`src/rtl/bambu_mem_pkg.sv`:
```
// Shared types and helpers for the Bambu memory lane arbiter.
// Latency: n/a (types and pure functions only).
// Backpressure: n/a.
package bambu_mem_pkg;

  localparam int LANES = 2;

  typedef enum logic [2:0] {IDLE, GRANT, ISSUE, WAIT, RESP} arb_state_t;

  // Bit write mask covering the low 'size' bits; sizes at or above the word width select every bit.
  function automatic logic [63:0] size_to_mask(input int size, input int data_w);
    logic [63:0] m;
    if (size >= data_w || size >= 64) m = '1;
    else                              m = (64'd1 << size) - 64'd1;
    return m;
  endfunction

endpackage

```
`src/rtl/bambu_rr_arb2.sv`:
```
// Two-requester round-robin picker holding the last granted index.
// Latency: combinational pick, last_grant updates on the clock after 'update'.
// Backpressure: none; the caller decides when a pick is consumed via 'update'.
module bambu_rr_arb2 (
  input  logic       clock,
  input  logic       reset,
  input  logic [1:0] req,
  input  logic       update,
  output logic       gnt
);

  logic last_grant;

  always_comb begin
    gnt = 1'b0;
    if (req == 2'b11) gnt = ~last_grant;
    else if (req[1])  gnt = 1'b1;
  end

  always_ff @(posedge clock) begin
    if (reset)       last_grant <= 1'b1;
    else if (update) last_grant <= gnt;
  end

endmodule

```
`src/rtl/bambu_mem_lane_arbiter.sv`:
```
// Shares one single-port synchronous memory between two Bambu master lanes.
// Latency: lane_rdy pulses READ_DELAY / WRITE_DELAY cycles after the mem_en cycle.
// Backpressure: requests are level-held until lane_rdy; one transaction in flight at a time.
module bambu_mem_lane_arbiter
  import bambu_mem_pkg::*;
#(
  parameter int ADDR_W      = 7,
  parameter int DATA_W      = 8,
  parameter int SIZE_W      = 4,
  parameter int READ_DELAY  = 2,
  parameter int WRITE_DELAY = 1,
  parameter int BASE_ADDR   = 0,
  parameter int MEMSIZE     = 1
) (
  input  logic                       clock,
  input  logic                       reset,
  input  logic [LANES-1:0]           lane_oe,
  input  logic [LANES-1:0]           lane_we,
  input  logic [LANES*ADDR_W-1:0]    lane_addr,
  input  logic [LANES*DATA_W-1:0]    lane_wdata,
  input  logic [LANES*SIZE_W-1:0]    lane_size,
  output logic [LANES*DATA_W-1:0]    lane_rdata,
  output logic [LANES-1:0]           lane_rdy,
  output logic                       mem_en,
  output logic                       mem_we,
  output logic [ADDR_W-1:0]          mem_addr,
  output logic [DATA_W-1:0]          mem_wdata,
  output logic [DATA_W-1:0]          mem_wmask,
  input  logic [DATA_W-1:0]          mem_rdata,
  output logic                       err_both,
  output logic                       busy
);

  localparam int MAX_DLY = (READ_DELAY > WRITE_DELAY) ? READ_DELAY : WRITE_DELAY;
  localparam int CNT_W   = $clog2(MAX_DLY + 1);

  typedef struct packed {
    logic              lane;
    logic              we;
    logic [ADDR_W-1:0] addr;
    logic [DATA_W-1:0] wdat;
    logic [DATA_W-1:0] mask;
  } grant_t;

  arb_state_t        state;
  grant_t            grant_q;
  grant_t            grant_d;
  logic [CNT_W-1:0]  cnt;
  logic [DATA_W-1:0] rdata_q;
  logic [DATA_W-1:0] rd_dat;
  logic [LANES-1:0]  req_vld;
  logic              gnt_lane;
  logic              arb_update;
  int                dly_cur;

  always_comb begin
    for (int i = 0; i < LANES; i++) begin
      req_vld[i] = (lane_oe[i] ^ lane_we[i])
                && (int'(lane_addr[i*ADDR_W +: ADDR_W]) >= BASE_ADDR)
                && (int'(lane_addr[i*ADDR_W +: ADDR_W]) <  BASE_ADDR + MEMSIZE);
    end
  end

  assign arb_update = (state == IDLE) && (|req_vld);

  bambu_rr_arb2 u_rr (
    .clock  (clock),
    .reset  (reset),
    .req    (req_vld),
    .update (arb_update),
    .gnt    (gnt_lane)
  );

  always_comb begin
    grant_d.lane = gnt_lane;
    grant_d.we   = gnt_lane ? lane_we[1] : lane_we[0];
    grant_d.addr = gnt_lane
                 ? ADDR_W'(int'(lane_addr[2*ADDR_W-1:ADDR_W]) - BASE_ADDR)
                 : ADDR_W'(int'(lane_addr[ADDR_W-1:0])        - BASE_ADDR);
    grant_d.wdat = gnt_lane ? lane_wdata[2*DATA_W-1:DATA_W] : lane_wdata[DATA_W-1:0];
    grant_d.mask = gnt_lane
                 ? DATA_W'(size_to_mask(int'(lane_size[2*SIZE_W-1:SIZE_W]), DATA_W))
                 : DATA_W'(size_to_mask(int'(lane_size[SIZE_W-1:0]),        DATA_W));
  end

  assign dly_cur = grant_q.we ? WRITE_DELAY : READ_DELAY;

  always_ff @(posedge clock) begin
    if (reset) begin
      state     <= IDLE;
      grant_q   <= '0;
      cnt       <= '0;
      rdata_q   <= '0;
      mem_en    <= 1'b0;
      mem_we    <= 1'b0;
      mem_addr  <= '0;
      mem_wdata <= '0;
      mem_wmask <= '0;
      lane_rdy  <= '0;
      err_both  <= 1'b0;
    end else begin
      mem_en    <= 1'b0;
      mem_we    <= 1'b0;
      mem_addr  <= '0;
      mem_wdata <= '0;
      mem_wmask <= '0;
      lane_rdy  <= '0;
      if (|(lane_oe & lane_we)) err_both <= 1'b1;

      case (state)
        IDLE: begin
          if (|req_vld) begin
            grant_q <= grant_d;
            state   <= GRANT;
          end
        end
        GRANT: begin
          mem_en    <= 1'b1;
          mem_we    <= grant_q.we;
          mem_addr  <= grant_q.addr;
          mem_wdata <= grant_q.wdat;
          mem_wmask <= grant_q.mask;
          state     <= ISSUE;
        end
        ISSUE: begin
          cnt <= CNT_W'(1);
          // A one-cycle delay has no room for a WAIT cycle, so respond straight away.
          if (dly_cur <= 1) begin
            lane_rdy[grant_q.lane] <= 1'b1;
            state                  <= RESP;
          end else begin
            state <= WAIT;
          end
        end
        WAIT: begin
          if (cnt == CNT_W'(1) && !grant_q.we) rdata_q <= mem_rdata;
          if (int'(cnt) + 1 >= dly_cur) begin
            lane_rdy[grant_q.lane] <= 1'b1;
            state                  <= RESP;
          end else begin
            cnt <= cnt + 1'b1;
          end
        end
        RESP:    state <= IDLE;
        default: state <= IDLE;
      endcase
    end
  end

  // With a one-cycle read delay the memory output is only valid during RESP itself.
  assign rd_dat = (READ_DELAY == 1) ? mem_rdata : rdata_q;

  always_comb begin
    lane_rdata = '0;
    if (!grant_q.we && (|lane_rdy)) begin
      if (grant_q.lane) lane_rdata[2*DATA_W-1:DATA_W] = rd_dat;
      else              lane_rdata[DATA_W-1:0]        = rd_dat;
    end
  end

  assign busy = (state != IDLE);

endmodule

```
`config.mk`:
```
export PLATFORM = sky130hd
export DESIGN_NAME = bambu_mem_lane_arbiter
export DESIGN_NICKNAME = d
export VERILOG_FILES = /design/src/rtl/bambu_mem_pkg.sv /design/src/rtl/bambu_rr_arb2.sv /design/src/rtl/bambu_mem_lane_arbiter.sv
export SDC_FILE = /design/constraint.sdc
export NUM_CORES = 1
export LEC_CHECK = 0
export CORE_MARGIN = 2
export CORE_UTILIZATION = 45
export CTS_BUF_LIST = sky130_fd_sc_hd__clkbuf_4 sky130_fd_sc_hd__clkbuf_8
export DETAILED_ROUTE_END_ITERATION = 6
export HOLD_SLACK_MARGIN = 0.15
export MAX_ROUTING_LAYER = met4
export PLACE_DENSITY = 0.83
export SLEW_MARGIN = 25
export SYNTH_ARGS = -nofsm -noshare
export SYNTH_HDL_FRONTEND = slang
export SYNTH_SLANG_ARGS = --single-unit
```
`constraint.sdc`:
```
create_clock -name clock -period 3.6 [get_ports clock]
set_clock_uncertainty 0.05 [all_clocks]
set_input_delay 0.72 -clock clock [delete_from_list [all_inputs] [get_ports clock]]
set_output_delay 0.72 -clock clock [all_outputs]
set_load 0.05 [all_outputs]
```
# [Yosys cells after proc, flatten, opt, wreduce, memory -nomap -nowiden]
# Cells that the tools add are included.
[totals] reg_bits=67 word_cells=85 input_bits=52 out_inout_bits=45
[classes] n_reduce_logical=18 order_cmp=8 addsub=4 shift=2 mux=24 eq_ne=8 bitwise_logic=5
[op_table] operator="$mux W8" n=6
[op_table] operator="$mux W16" n=1
[op_table] operator="$shl A1 B4 Y8 const A" n=2
[op_table] operator="$sub A8 B1 Y8 const B" n=2
[op_table] operator="$lt A7 B1 Y1 const B" n=2
[op_table] operator="$pmux W3 S4" n=1
[op_table] operator="$mux W3" n=3
[op_table] operator="$ge A4 B4 Y1 const B" n=2
[op_table] operator="$mux W2" n=4
[op_table] operator="$pmux W2 S2" n=2
[op_table] operator="$reduce_and A2 Y1" n=4
[op_table] operator="$reduce_or A2 Y1" n=4
[op_table] operator="$mux W7" n=1
[op_table] operator="$eq A3 B2 Y1 const B" n=2
[op_table] operator="$logic_and A1 B1 Y1" n=6
[op_table] operator="$mux W1" n=5
[op_table] operator="$ne A2 B2 Y1 const B" n=2
[op_table] operator="$add A2 B1 Y3 const B" n=1
[op_table] operator="$eq A3 B1 Y1 const B" n=1
[op_table] operator="$ge A3 B2 Y1" n=1
[op_table] operator="$logic_not A3 Y1" n=1
[op_table] operator="$reduce_bool A3 Y1" n=1
[op_table] operator="$add A2 B1 Y2 const B" n=1
[op_table] operator="$and A2 B2 Y2" n=1
[op_table] operator="11 further kinds" n=13

# [Longest topological paths before layout]
[logic_depth] ltp_word=6 mapped_depth=7 ltp_nobuf=7

# [Cells and area by module]
# A second synthesis with hierarchy kept.
[hier_totals] cells_unflattened=324 hier_area_um2=3110.5
[modules_own_cells] mod="bambu_mem_lane_arbiter" area_each_um2=3067.9 cells_each=320 instances=1
[modules_own_cells] mod="bambu_rr_arb2" area_each_um2=42.5 cells_each=4 instances=1

# [Worst setup path after synthesis]
# No wires, ideal clock.
[synth_path] path_kind="input-to-reg" from="input lane_oe[1]" to="register grant_q[6] (netlist bit)" cell_stages=7 setup_slack_ns=0.995 arrival_time_ns=2.434 required_ns=3.428 n_path_buf=1 path_cell_list="ha_1 > or4b_4 > or2_4 > a21oi_4 > nor2_4 > buf_6 > a221o_1"
[synth_via] elab_chain_cells=5 word_cells_on_any_way=8 classes_between="eq/ne (1); mux (3); bitwise (1); reduce/logical (3)"
[synth_lines] item="start, declared" line="bambu_mem_lane_arbiter.sv:17" source="input logic [LANES-1:0] lane_oe,"
[synth_lines] item="$xor A1 B1 Y1 (*)" line="bambu_mem_lane_arbiter.sv:58" source="req_vld[i] = (lane_oe[i] ^ lane_we[i])"
[synth_lines] item="$logic_and A1 B1 Y1 (*)" line="bambu_mem_lane_arbiter.sv:60" source="&& (int'(lane_addr[i*ADDR_W +: ADDR_W]) < BASE_ADDR + MEMSIZE);"
[synth_lines] item="$eq A2 B2 Y1 / $mux W1 (equally long branches)" line="bambu_rr_arb2.sv:16, bambu_rr_arb2.sv:17"
[synth_lines] item="$mux W1" line="bambu_rr_arb2.sv:16" source="if (req == 2'b11) gnt = ~last_grant;"
[synth_lines] item="$mux W8" line="bambu_mem_lane_arbiter.sv:82" source="? DATA_W'(size_to_mask(int'(lane_size[2*SIZE_W-1:SIZE_W]), DATA_W))"
[synth_lines] item="end signal, assigned" line="bambu_mem_lane_arbiter.sv:113" source="grant_q <= grant_d;"
[synth_lines] item="end, declared" line="bambu_mem_lane_arbiter.sv:46" source="grant_t grant_q;"
# Every way passes the cells marked *; elsewhere a longest branch is shown, timed or not.
# A chain may end at the register's enable or synchronous reset.

# [Worst setup path after layout]
[layout_path] from="register grant_q[23] (netlist bit)" to="output lane_rdata[2]"
[layout_via] elab_chain_cells=3
[layout_lines] item="$logic_not A1 Y1" line="bambu_mem_lane_arbiter.sv:155" source="if (!grant_q.we && (|lane_rdy)) begin"
[layout_lines] item="$logic_and A1 B1 Y1" line="bambu_mem_lane_arbiter.sv:155"
[layout_lines] item="$mux W16" line="bambu_mem_lane_arbiter.sv:155"
[layout_lines] item="end, declared" line="bambu_mem_lane_arbiter.sv:22" source="output logic [LANES*DATA_W-1:0] lane_rdata,"
# No other way between the ends.

==> results by group <==
Logic synthesis
  • Synth Area in Adders: ~4.0%
  • Synth area leaders: dfxtp_1 50%, and2_1 13%, a221o_1 5.2%
  • Synth warn: 0
  • Post-synthesis mux area share: 4.48%
  • Post-Syn Instances: 268
  • Avg Cell Area, Syn: 10.1 um2
  • Largest family of logic cells by synthesized area: simple AND/OR/NAND/NOR gates
  • Prevailing post-synth register cell: dfxtp_1
  • Syn Std Cell Area: 2710 um2
  • Post-synthesis compound-gate area fraction: 12.2%
  • Cell taking the most area after synthesis: dfxtp_1
  • Post-synth ARST share: 0%
  • Synth Area in XOR/XNOR: ~1.3%
  • Syn nets: 328
  • Sequential fraction of the synthesis area: 49.6%
  • Netlist cell types: 43
  • Post-synth top area share: 49.6%
  • Post-synth EDFFs: 0
  • Post-synthesis sequential element count: 67
  • Post-synthesis simple-gate area fraction: around 25%

Pwr
  • Worst vdd ir: 0.000241 V
  • P_leak: 1.59 nW
  • Pwr dens: 405 nW/um2

Placed design
  • PortBufs: 96
  • Routability cong.: between 0.7 and 0.8
  • DP Wirelength: 4400 um
  • Placement Setup Slack: 0.246 ns

Clock network
  • Htree depth: 3
  • TritonCTS buffer count: 9
  • Clk_lat worst skew: 0.34 ns
  • CTS Hold Buffers Added: 0
  • Post-CTS setup buffers: 0
  • Clock Tree Root: clkbuf_8
  • Longest Clk Path Bufs: 2
  • Clock net sink count: 67
  • Clock slew at reported path FFs: roughly 0.07 ns
  • CTS resizes: 0
  • TritonCTS clock tree: done

Floorplanning
  • Initial Util: about 46%
  • IO Count: 97
  • Die area: 6650 um2
  • Core Region: 5850 um2
  • FP Rows: 28
  • Die W: 81.6 um
  • Die Y: 81.6 um

Timing
  • RSZ-0062 raised after global routing: no
  • Slew Limit Headroom: 44.6%
  • Final period util: a little under nine tenths
  • Worst-margin pin slew: 0.830 ns
  • Setup TNS: 0 ns
  • Fmax: 325 MHz
  • Final Hold Vio Count: 0
  • Max Slew Vio Count: 0
  • Final setup fails: 0
  • Setup ws final: between 0.5 and 0.6 ns
  • Post-layout min period: 3.08 ns

Route
  • Initial DRC count: 53
  • Drt first pass iters: 4
  • DR vias/cell: between 5 and 6
  • Avg WL per Cell: 13.2 um
  • DR vias: 2242
  • DR DRC count: 0
  • Final ANT Viol Nets: 0
  • Final wirelength: 5880 um

Worst setup path
  • Worst Path Max Fanout: 8
  • Buffers and inverters on the worst path: 2
  • Startpoint Class: flip-flop
  • CP peak stage delay: ~0.8 ns
  • Worst endpoint data arrival time: 2.31 ns
  • Crit path max-delay family: buffers and inverters
  • Critical-path top delay cell: clkdlybuf4s50_1
  • Critical Path Stages: 5
  • Critical path class: reg2out
  • Worst Path Required: 2.83 ns
  • Critical Path, Cell by Cell: inv_1, o21ai_0, nor2_1, and2_1, clkdlybuf4s50_1
  • Reg2reg path depth: 5
  • Crit. End Element: output pin

Flow run
  • Max-cap violations: 0

Cells and area
  • Layout net count: 427
  • Filler instances: 450
  • Multi-input logic area: 1280 um2
  • Most frequent cells in the layout: 96 x clkdlybuf4s50_1, 67 x dfxtp_1, 58 x and2_1
  • N_diodes: 0
  • Area grow syn2layout: 46.7%
  • Most common cell after layout, fill and taps aside: clkdlybuf4s50_1
  • FF+latch area: 1340 um2
  • Layout cells sized above 1: around 6.7%

Global routing
  • Initial antenna violation count: 0
  • Vias in the first global route: ~2100
  • Overflow after GRT: 0
  • Global-route wire length before repair: 9490 um
  • Largest net degree at the start of global routing: 24
  • Total GRT Usage: 19.3%

Run status
  • Outcome: completed

Worst hold path
  • Hold path cells: 1
  • Hold crit path type: reg2reg
==> per-layer routing <==
layer | global-route usage (%) | share of wire, %
met1 | 22.8 | 43
met2 | 31.2 | 50
met3 | 5.16 | 5.5
met4 | 7.97 | 1.6
met5 | - | 0
==> cell families (layout without fill, tap and decap cells) <==
family / Yosys count / count (layout)
adders and majority gates: 8 / 8
and+or+nand+nor: 116 / 116
xor gates and xnor gates: 4 / 4
DFF: 67 / 67
AOI/OAI and AO/OA: 43 / 43
muxes: 12 / 12
buffers and inverters: 18 / 122
==> final timing paths <==
kind,slack [ns],endpoint,start
worst min register to register,0.40,mem_addr[1]$_SDFF_PP0_,grant_q[17]$_SDFFE_PP0P_
worst max-delay path,0.52,lane_rdata[2],grant_q[23]$_SDFFE_PP0P_
worst max register to register,1.27,lane_rdy[1]$_SDFF_PP0_,grant_q[23]$_SDFFE_PP0P_
worst min-delay path,0.40,mem_addr[1]$_SDFF_PP0_,grant_q[17]$_SDFFE_PP0P_
==> sequential cells by signal, indices dropped and copies added, names as in the netlist, 2 cells and up <==
register / count
mem_addr: 7
state: 3
cnt: 2
mem_wdata: 8
mem_wmask: 8
rd_dat: 8
grant_q: 25
lane_rdy: 2
==> report_power, final <==
| part | internal, mW | leakage [nW] | switching (mW) |
|---|---|---|---|
| Clock | 0.466 | 0.124 | 0.293 |
| Combinational | 0.0655 | 0.927 | 0.0403 |
| Sequential | 0.743 | 0.540 | 0.00207 |
| Total | 1.27 | 1.59 | 0.335 |
==> stage by stage <==
step                hold WS, ns  power (mW)  util (%)  cells  cell area (um2)
finish                    0.399        1.61      67.9    447             3970
global route              0.427        1.67      67.9    447             3970
CTS                       0.404        1.62      67.9    447             3970
detailed placement        0.385       0.868      63.6    431             3720
global placement          0.383       0.867      63.6    431             3720
floorplan                 0.371       0.799         -    268             2710
==> area by class of cell <==
type / count / share of cell area, %
clock buffers: 9 / 3.12
clock inverters: 7 / 3.15
inverters: 7 / 0.662
multi-input cells: 183 / 32.1
flip-flops and latches: 67 / 33.8
well taps: 75 / 2.36
repair buffers: 99 / 24.8
==> synthesized netlist by cell type, types with 2 or more instances <==
| cell | instances |
|---|---|
| clkbuf_1 | 4 |
| nor3_1 | 6 |
| and2_0 | 2 |
| a221o_1 | 14 |
| inv_1 | 7 |
| nor2b_1 | 2 |
| nor3b_1 | 2 |
| ha_1 | 7 |
| a311oi_1 | 2 |
| a21oi_1 | 9 |
| nand3_1 | 3 |
| buf_6 | 3 |
| xnor2_1 | 3 |
| nor4_1 | 4 |
| dfxtp_1 | 67 |
| nand2b_1 | 5 |
| nand2_1 | 6 |
| buf_1 | 2 |
| nor4b_1 | 2 |
| and2_1 | 58 |
| o21ai_0 | 9 |
| mux2i_1 | 11 |
| nor2_1 | 20 |
Note: power is estimated with default switching activity, not from simulation.
